==> src/rtl/edge_line_setup_pkg.sv <==
// Shared definitions for the edge/line setup stage: raster defaults, widths,
// FSM encoding and the vertex-index table that defines the six edges.
package edge_line_setup_pkg;

    localparam int H_ACTIVE_DFLT = 640;
    localparam int V_ACTIVE_DFLT = 480;
    localparam int STEP_X_DFLT   = 700;

    localparam int EDGE_W    = 20;
    localparam int BAR_W     = 22;
    localparam int DIFF_W    = EDGE_W + 1;
    localparam int PROD_W    = 2 * DIFF_W;
    localparam int NUM_VERTS = 4;
    localparam int NUM_EDGES = 6;
    localparam int NUM_PRODS = 2 * NUM_EDGES;
    localparam int NUM_BARS  = 4;
    localparam int CNT_W     = 4;

    typedef enum logic [2:0] {
        ST_IDLE,
        ST_LATCH,
        ST_MUL,
        ST_DRAIN,
        ST_DONE
    } state_t;

    // Edge runs from vertex a to vertex b.
    typedef struct packed {
        logic [1:0] a;
        logic [1:0] b;
    } edge_ends_t;

    // Entries 0..2: triangle 1 (v0,v1,v2); entries 3..5: triangle 2 (v0,v2,v3).
    localparam edge_ends_t EDGE_TABLE [NUM_EDGES] = '{
        '{a: 2'd0, b: 2'd1},
        '{a: 2'd1, b: 2'd2},
        '{a: 2'd2, b: 2'd0},
        '{a: 2'd0, b: 2'd2},
        '{a: 2'd2, b: 2'd3},
        '{a: 2'd3, b: 2'd0}
    };

    // Sign-extend a screen coordinate to the difference/operand width.
    function automatic logic signed [DIFF_W-1:0] sext_diff(input logic signed [EDGE_W-1:0] v);
        return DIFF_W'(v);
    endfunction

endpackage

==> src/rtl/edge_line_setup_mul.sv <==
// Registered signed multiplier shared by all twelve setup products.
// Only the low EDGE_W bits leave the block: every consumer works modulo 2^EDGE_W.
module setup_mul
    import edge_line_setup_pkg::*;
(
    input  logic                     clk,
    input  logic                     reset,
    input  logic                     in_valid,
    input  logic signed [DIFF_W-1:0] op_a,
    input  logic signed [DIFF_W-1:0] op_b,
    output logic                     out_valid,
    output logic signed [EDGE_W-1:0] prod
);

    logic                     valid_d, valid_q;
    logic signed [EDGE_W-1:0] prod_d, prod_q;

    // Full-width signed product, wrapped to the edge width.
    always_comb begin
        valid_d = in_valid;
        prod_d  = EDGE_W'(PROD_W'(op_a) * PROD_W'(op_b));
    end

    // One-cycle pipeline register for product and its valid flag.
    always_ff @(posedge clk) begin
        // NOTE: non-blocking assignments so every flop samples pre-edge values, whatever the statement order.
        if (reset) begin
            valid_q <= 1'b0;
            prod_q  <= '0;
        end else begin
            valid_q <= valid_d;
            prod_q  <= prod_d;
        end
    end

    assign out_valid = valid_q;
    assign prod      = prod_q;

endmodule

==> src/rtl/edge_line_setup.sv <==
// Per-frame edge setup and per-line stepping of edge and barycentric origins
// feeding the rasterizer. Frame setup starts on (x=0, y=V_ACTIVE).
module edge_line_setup
    import edge_line_setup_pkg::*;
#(
    parameter int H_ACTIVE = H_ACTIVE_DFLT,
    parameter int V_ACTIVE = V_ACTIVE_DFLT,
    parameter int STEP_X   = STEP_X_DFLT
) (
    input  logic                     clk,
    input  logic                     reset,
    input  logic [9:0]               x,
    input  logic [9:0]               y,
    input  logic signed [EDGE_W-1:0] x_v0,
    input  logic signed [EDGE_W-1:0] x_v1,
    input  logic signed [EDGE_W-1:0] x_v2,
    input  logic signed [EDGE_W-1:0] x_v3,
    input  logic signed [EDGE_W-1:0] y_v0,
    input  logic signed [EDGE_W-1:0] y_v1,
    input  logic signed [EDGE_W-1:0] y_v2,
    input  logic signed [EDGE_W-1:0] y_v3,
    input  logic signed [BAR_W-1:0]  bar_iy_org,
    input  logic signed [BAR_W-1:0]  bar_iz_org,
    input  logic signed [BAR_W-1:0]  bar2_iy_org,
    input  logic signed [BAR_W-1:0]  bar2_iz_org,
    input  logic signed [BAR_W-1:0]  bar_iy_dy,
    input  logic signed [BAR_W-1:0]  bar_iz_dy,
    input  logic signed [BAR_W-1:0]  bar2_iy_dy,
    input  logic signed [BAR_W-1:0]  bar2_iz_dy,
    output logic signed [EDGE_W-1:0] e0_init_t1,
    output logic signed [EDGE_W-1:0] e1_init_t1,
    output logic signed [EDGE_W-1:0] e2_init_t1,
    output logic signed [EDGE_W-1:0] e0_init_t2,
    output logic signed [EDGE_W-1:0] e1_init_t2,
    output logic signed [EDGE_W-1:0] e2_init_t2,
    output logic signed [BAR_W-1:0]  bar_iy,
    output logic signed [BAR_W-1:0]  bar_iz,
    output logic signed [BAR_W-1:0]  bar2_iy,
    output logic signed [BAR_W-1:0]  bar2_iz,
    output logic                     busy
);

    // Stepping before the rasterizer's load column would corrupt the line being
    // drawn, so a configuration with STEP_X <= H_ACTIVE never steps.
    localparam bit STEP_AFTER_LOAD = (STEP_X > H_ACTIVE);

    state_t                   state_d, state_q;
    logic [CNT_W-1:0]         mul_cnt_d, mul_cnt_q;
    logic [CNT_W-1:0]         acc_cnt_d, acc_cnt_q;
    logic signed [EDGE_W-1:0] vx_d [NUM_VERTS], vx_q [NUM_VERTS];
    logic signed [EDGE_W-1:0] vy_d [NUM_VERTS], vy_q [NUM_VERTS];
    logic signed [DIFF_W-1:0] dx_d [NUM_EDGES], dx_q [NUM_EDGES];
    logic signed [DIFF_W-1:0] dy_d [NUM_EDGES], dy_q [NUM_EDGES];
    logic signed [EDGE_W-1:0] acc_d [NUM_EDGES], acc_q [NUM_EDGES];
    logic signed [EDGE_W-1:0] e_d [NUM_EDGES], e_q [NUM_EDGES];
    logic signed [BAR_W-1:0]  org_d [NUM_BARS], org_q [NUM_BARS];
    logic signed [BAR_W-1:0]  bdy_d [NUM_BARS], bdy_q [NUM_BARS];
    logic signed [BAR_W-1:0]  bar_d [NUM_BARS], bar_q [NUM_BARS];

    logic signed [EDGE_W-1:0] vx_in [NUM_VERTS], vy_in [NUM_VERTS];
    logic signed [BAR_W-1:0]  org_in [NUM_BARS], bdy_in [NUM_BARS];

    logic                     frame_trig, line_step;
    logic [2:0]               mul_edge, acc_edge;
    logic signed [DIFF_W-1:0] op_a, op_b;
    logic                     prod_valid;
    logic signed [EDGE_W-1:0] prod;

    assign frame_trig = (y == 10'(V_ACTIVE)) && (x == '0);
    assign line_step  = STEP_AFTER_LOAD && (state_q == ST_IDLE)
                        && (y < 10'(V_ACTIVE - 1)) && (x == 10'(STEP_X));
    assign mul_edge   = mul_cnt_q[CNT_W-1:1];
    assign acc_edge   = acc_cnt_q[CNT_W-1:1];

    // Gather the flat input ports into indexable arrays.
    always_comb begin
        vx_in  = '{x_v0, x_v1, x_v2, x_v3};
        vy_in  = '{y_v0, y_v1, y_v2, y_v3};
        org_in = '{bar_iy_org, bar_iz_org, bar2_iy_org, bar2_iz_org};
        bdy_in = '{bar_iy_dy, bar_iz_dy, bar2_iy_dy, bar2_iz_dy};
    end

    // Multiplier operand select: even product ya*dx, odd product xa*dy.
    always_comb begin
        if (!mul_cnt_q[0]) begin
            op_a = sext_diff(vy_q[EDGE_TABLE[mul_edge].a]);
            op_b = dx_q[mul_edge];
        end else begin
            op_a = sext_diff(vx_q[EDGE_TABLE[mul_edge].a]);
            op_b = dy_q[mul_edge];
        end
    end

    setup_mul u_mul (
        .clk       (clk),
        .reset     (reset),
        .in_valid  (state_q == ST_MUL),
        .op_a      (op_a),
        .op_b      (op_b),
        .out_valid (prod_valid),
        .prod      (prod)
    );

    // Next-state, latch, accumulate and line-step logic.
    always_comb begin
        // NOTE: every _d starts from its held value so no path through the case can infer a latch.
        state_d   = state_q;
        mul_cnt_d = mul_cnt_q;
        acc_cnt_d = acc_cnt_q;
        vx_d      = vx_q;
        vy_d      = vy_q;
        dx_d      = dx_q;
        dy_d      = dy_q;
        acc_d     = acc_q;
        e_d       = e_q;
        org_d     = org_q;
        bdy_d     = bdy_q;
        bar_d     = bar_q;

        unique case (state_q)
            ST_IDLE: begin
                if (frame_trig) state_d = ST_LATCH;
            end
            ST_LATCH: begin
                vx_d  = vx_in;
                vy_d  = vy_in;
                org_d = org_in;
                bdy_d = bdy_in;
                for (int k = 0; k < NUM_EDGES; k++) begin
                    dx_d[k]  = sext_diff(vx_in[EDGE_TABLE[k].b]) - sext_diff(vx_in[EDGE_TABLE[k].a]);
                    dy_d[k]  = sext_diff(vy_in[EDGE_TABLE[k].b]) - sext_diff(vy_in[EDGE_TABLE[k].a]);
                    acc_d[k] = '0;
                end
                mul_cnt_d = '0;
                acc_cnt_d = '0;
                state_d   = ST_MUL;
            end
            ST_MUL: begin
                if (mul_cnt_q == CNT_W'(NUM_PRODS - 1)) begin
                    mul_cnt_d = '0;
                    state_d   = ST_DRAIN;
                end else begin
                    mul_cnt_d = mul_cnt_q + 1'b1;
                end
            end
            ST_DRAIN: begin
                state_d = ST_DONE;
            end
            ST_DONE: begin
                e_d     = acc_q;
                bar_d   = org_q;
                state_d = ST_IDLE;
            end
            default: begin
                state_d = ST_IDLE;
            end
        endcase

        // e(0,0) = ya*dx - xa*dy, built one product at a time.
        if (prod_valid) begin
            if (acc_cnt_q[0]) acc_d[acc_edge] = acc_q[acc_edge] - prod;
            else              acc_d[acc_edge] = acc_q[acc_edge] + prod;
            acc_cnt_d = (acc_cnt_q == CNT_W'(NUM_PRODS - 1)) ? '0 : acc_cnt_q + 1'b1;
        end

        // Advance to the next line: the edge step is xa-xb = -dx.
        if (line_step) begin
            for (int k = 0; k < NUM_EDGES; k++) e_d[k] = e_q[k] - EDGE_W'(dx_q[k]);
            for (int i = 0; i < NUM_BARS; i++)  bar_d[i] = bar_q[i] + bdy_q[i];
        end
    end

    // State and datapath registers.
    always_ff @(posedge clk) begin
        if (reset) begin
            state_q   <= ST_IDLE;
            mul_cnt_q <= '0;
            acc_cnt_q <= '0;
            // NOTE: these arrays are small flop banks, not RAM, so they reset like any other flop.
            vx_q      <= '{default: '0};
            vy_q      <= '{default: '0};
            dx_q      <= '{default: '0};
            dy_q      <= '{default: '0};
            acc_q     <= '{default: '0};
            e_q       <= '{default: '0};
            org_q     <= '{default: '0};
            bdy_q     <= '{default: '0};
            bar_q     <= '{default: '0};
        end else begin
            state_q   <= state_d;
            mul_cnt_q <= mul_cnt_d;
            acc_cnt_q <= acc_cnt_d;
            vx_q      <= vx_d;
            vy_q      <= vy_d;
            dx_q      <= dx_d;
            dy_q      <= dy_d;
            acc_q     <= acc_d;
            e_q       <= e_d;
            org_q     <= org_d;
            bdy_q     <= bdy_d;
            bar_q     <= bar_d;
        end
    end

    assign e0_init_t1 = e_q[0];
    assign e1_init_t1 = e_q[1];
    assign e2_init_t1 = e_q[2];
    assign e0_init_t2 = e_q[3];
    assign e1_init_t2 = e_q[4];
    assign e2_init_t2 = e_q[5];
    assign bar_iy     = bar_q[0];
    assign bar_iz     = bar_q[1];
    assign bar2_iy    = bar_q[2];
    assign bar2_iz    = bar_q[3];
    assign busy       = (state_q != ST_IDLE);

endmodule

==> config.mk <==
export PLATFORM = sky130hd
export DESIGN_NAME = edge_line_setup
export DESIGN_NICKNAME = d
export VERILOG_FILES = /design/src/rtl/edge_line_setup_pkg.sv /design/src/rtl/edge_line_setup_mul.sv /design/src/rtl/edge_line_setup.sv
export SDC_FILE = /design/constraint.sdc
export NUM_CORES = 2
export LEC_CHECK = 0
export ABC_AREA = 1
export BUFFER_PORTS_ARGS = -buffer_cell sky130_fd_sc_hd__buf_2
export CAP_MARGIN = 20
export CELL_PAD_IN_SITES_DETAIL_PLACEMENT = 0
export CELL_PAD_IN_SITES_GLOBAL_PLACEMENT = 2
export CORE_AREA = 2 2 469 471
export CTS_CLUSTER_DIAMETER = 100
export DETAILED_ROUTE_END_ITERATION = 10
export DIE_AREA = 0 0 471 473
export GPL_TIMING_DRIVEN = 0
export PLACE_DENSITY = 0.76
export SYNTH_ARGS = -nofsm -noshare
export SYNTH_HDL_FRONTEND = slang
export SYNTH_SLANG_ARGS = --single-unit
==> constraint.sdc <==
create_clock -name clk -period 7.06 [get_ports clk]
set_input_delay 0.353 -clock clk [delete_from_list [all_inputs] [get_ports clk]]
set_output_delay 0.353 -clock clk [all_outputs]
set_load 0.05 [all_outputs]
==> run_results.csv <==
group,metric,value,unit
run_status,status,"finished, violations left",
run_status,violations,"setup timing",
critical_path,critPathLaunchType,"flop",
floorplanning,die_y,473,µm
timing,rsz0062_at_grt,"yes",
power,peakVddDrop,0.2247,mV
synth,synth_top_area_frac,0.2778,
place,io_buffers,566,
grt,grt_overflow,0,
synth,synth_edf_count,0,
synth,ys_warn_count,0,
grt,grt_max_degree,19,
finish,fin_nets,12093,
critical_path,max_stage_delay,0.72,ns
finish,syn2layout_area_growth,23.75,%
clock_tree,htreeDepth,3,
finish,final_cells,14002,
timing,relSlewSlack,0.1539,
timing,holdWs,0.03903,ns
finish,fill_cells,23621,
synth,synth_seq_cells,934,
routing,viasPerCell,5.433,
critical_path,cp_slowest_cell,"o211ai_1",
floorplanning,die_x,471,µm
finish,drive_above_1_share,0.1048,
clock_tree,cts.reportedPaths.clkPinSlew,0.07,ns
power,power.density,162.3,nW/µm²
timing,skew,0.1239,ns
clock_tree,insertion_delay,0.85,ns
timing,timing.final.ws_setup,-0.4459,ns
critical_path,critPathMaxFanout,6,
critical_path,required,7.69,ns
grt,grt_usage,0.3535,
run,cap_violations,0,
synth,syn_area,67320,µm²
floorplanning,floorplan.initialDensity,0.3085,
finish,final_area,83300,µm²
grt,antenna_found_initial,27,
routing,dr_total_vias,76066,
grt,grt_pass1_wl,557200,µm
critical_path,crit_buf_inv,7,
timing,fin_crit,7.506,ns
floorplanning,placeableCoreArea,218200,µm²
timing,tns,-1.047,ns
clock_tree,cts_tree,"built",
routing,wirelength,408400,µm
timing,slew_viol_final,0,
synth,synth_area_leader_cell,"dfxtp_1",
place,post-dp-hpwl,338900,µm
synth,synthArstFlopShare,0,
critical_path,cpLargestDelayFamily,"adder cells",
synth,syn_area_per_cell,6.770,µm²
place,pre_cts_ws,-2.276,ns
synth,syn_nets,11014,
timing,fin_crit_sh,1.063,
timing,setup_viol,4,
clock_tree,clk_path_buf_depth,3,
clock_tree,root_buffer,"clkbuf_16",
synth,synth_common_cells,"nand2_1, a21oi_1, inv_1, o21ai_0, dfxtp_1",
place,dp_cells,13417,
place,place_area,74350,µm²
routing,drc,0,
power,p_leak,37.37,nW
critical_path,cp-end-kind,"flop",
routing,drtAntennaViolNets,0,
place,place_congestion,1.058,
timing,max_freq,133.2,MHz
timing,finalHoldViolCount,0,
synth,ys_types,54,
synth,synth_ff_type,"dfxtp_1",
routing,firstDrtPassIters,9,
floorplanning,rows,172,
finish,final_util,0.3817,
power,finalPower,13.52,mW
synth,yosysMostFrequentCell,"nand2_1",
critical_path,worstPathArrival,8.13,ns
routing,wl_per_cell,29.17,µm
clock_tree,numClockSinks,934,
synth,yosysSeqAreaShare,0.2778,
timing,worstMarginPinSlew,1.269,ns
synth,synth.area.top_cells,"dfxtp_1, a21oi_1, nand2_1",
grt,grt_pass1_vias,72383,
floorplanning,dieArea,222800,µm²
critical_path,cpMostUsedCell,"fa_1",
routing,drt_iter0_markers,8016,
floorplanning,num_io_pins,567,
clock_tree,cts_buffers,116,
hold_path,min_path_type,"input port to flop",
critical_path,crit_type,"flop to flop",
synth,syn_inst,9943,
[sequential cells by signal, summed over array words and instances (netlist names), 80 cells and up]
name / count
vy_q: 80
dy_q: 119
vx_q: 80
acc_q: 120
org_q: 88
bdy_q: 88
dx_q: 119
[timing repair]
item	CTS	global route
gates resized for setup	275	86
pin swaps	30	32
setup buffers	34	21
setup endpoints to repair	14	8
hold endpoints to repair	313	0
cloned	1	1
hold buffers	302	0
[power by group]
part	switching [mW]	internal (mW)	total, mW	leakage [nW]
registers	0.00102	5.27	5.27	7.52
logic	1.12	0.548	1.67	27.8
clock network	2.76	3.82	6.58	2.02
[cells in the final DEF, fill, tap and decap left out, types with 56 or more instances in the layout]
cell type,n
a31oi_1,72
dfxtp_1,931
buf_2,578
a21oi_1,1414
xnor2_1,116
nor2_1,737
ha_1,546
nand3_1,476
nor3_1,56
fa_1,160
clkbuf_1,370
dlygate4sd3_1,302
clkbuf_16,119
inv_1,1251
o21ai_0,1083
nand2_1,1818
xor2_1,125
o211ai_1,74
buf_4,74
[worst paths after layout]
path	end	slack [ns]	from	cells past startpoint
min	vy_q[38]	0.04	y_v2[18]	3
max	u_mul.prod[19]	-0.45	mul_cnt_q[1]	28
max reg2reg	u_mul.prod[19]	-0.45	mul_cnt_q[1]	28
min reg2reg	org_q[6]	0.45	org_q[6]	2
[kinds of logic (layout without fill, tap and decap cells)]
logic type               after synthesis  after routing  synth area share
AO/OA/AOI/OAI                       2966           2966            0.2368
XOR/XNOR                             241            241           0.03136
adder cells (fa/ha/maj)              713            713            0.1505
buffers and inverters               1762           2937            0.1004
flip-flops                           934            934            0.2778
other                                  0             12                 0
AND/OR/NAND/NOR                     3327           3328            0.2032
[metal layers]
metal,up-vias,wire [µm],track usage
met1,36684,168600,0.4465
met2,3304,180100,0.5632
met5,-,83,0
li1,35294,-,-
met3,770,29640,0.05480
met4,14,29980,0.2216
[layout make-up]
type / instances / area (µm²) / share of cell area
antenna: 12 / 30.03 / 0.0003605
buffer: 471 / 2441 / 0.02930
clock buffer: 172 / 3455 / 0.04147
clock inverter: 43 / 674.4 / 0.008096
inverter: 1290 / 4895 / 0.05876
multi-input combinational: 7248 / 42560 / 0.5109
sequential: 934 / 18700 / 0.2245
tap: 2871 / 3592 / 0.04312
timing repair buffer: 961 / 6949 / 0.08342
[worst register-to-register path: cells and delay by family (launching register included)]
kind	cells	cell delay [ns]
fa+ha+maj	8	3.59
compound gates	6	1.75
simple gates	7	0.92
buf+inv	7	0.63
flops	1	0.44
No activity file was read; power rests on OpenSTA's default activity.
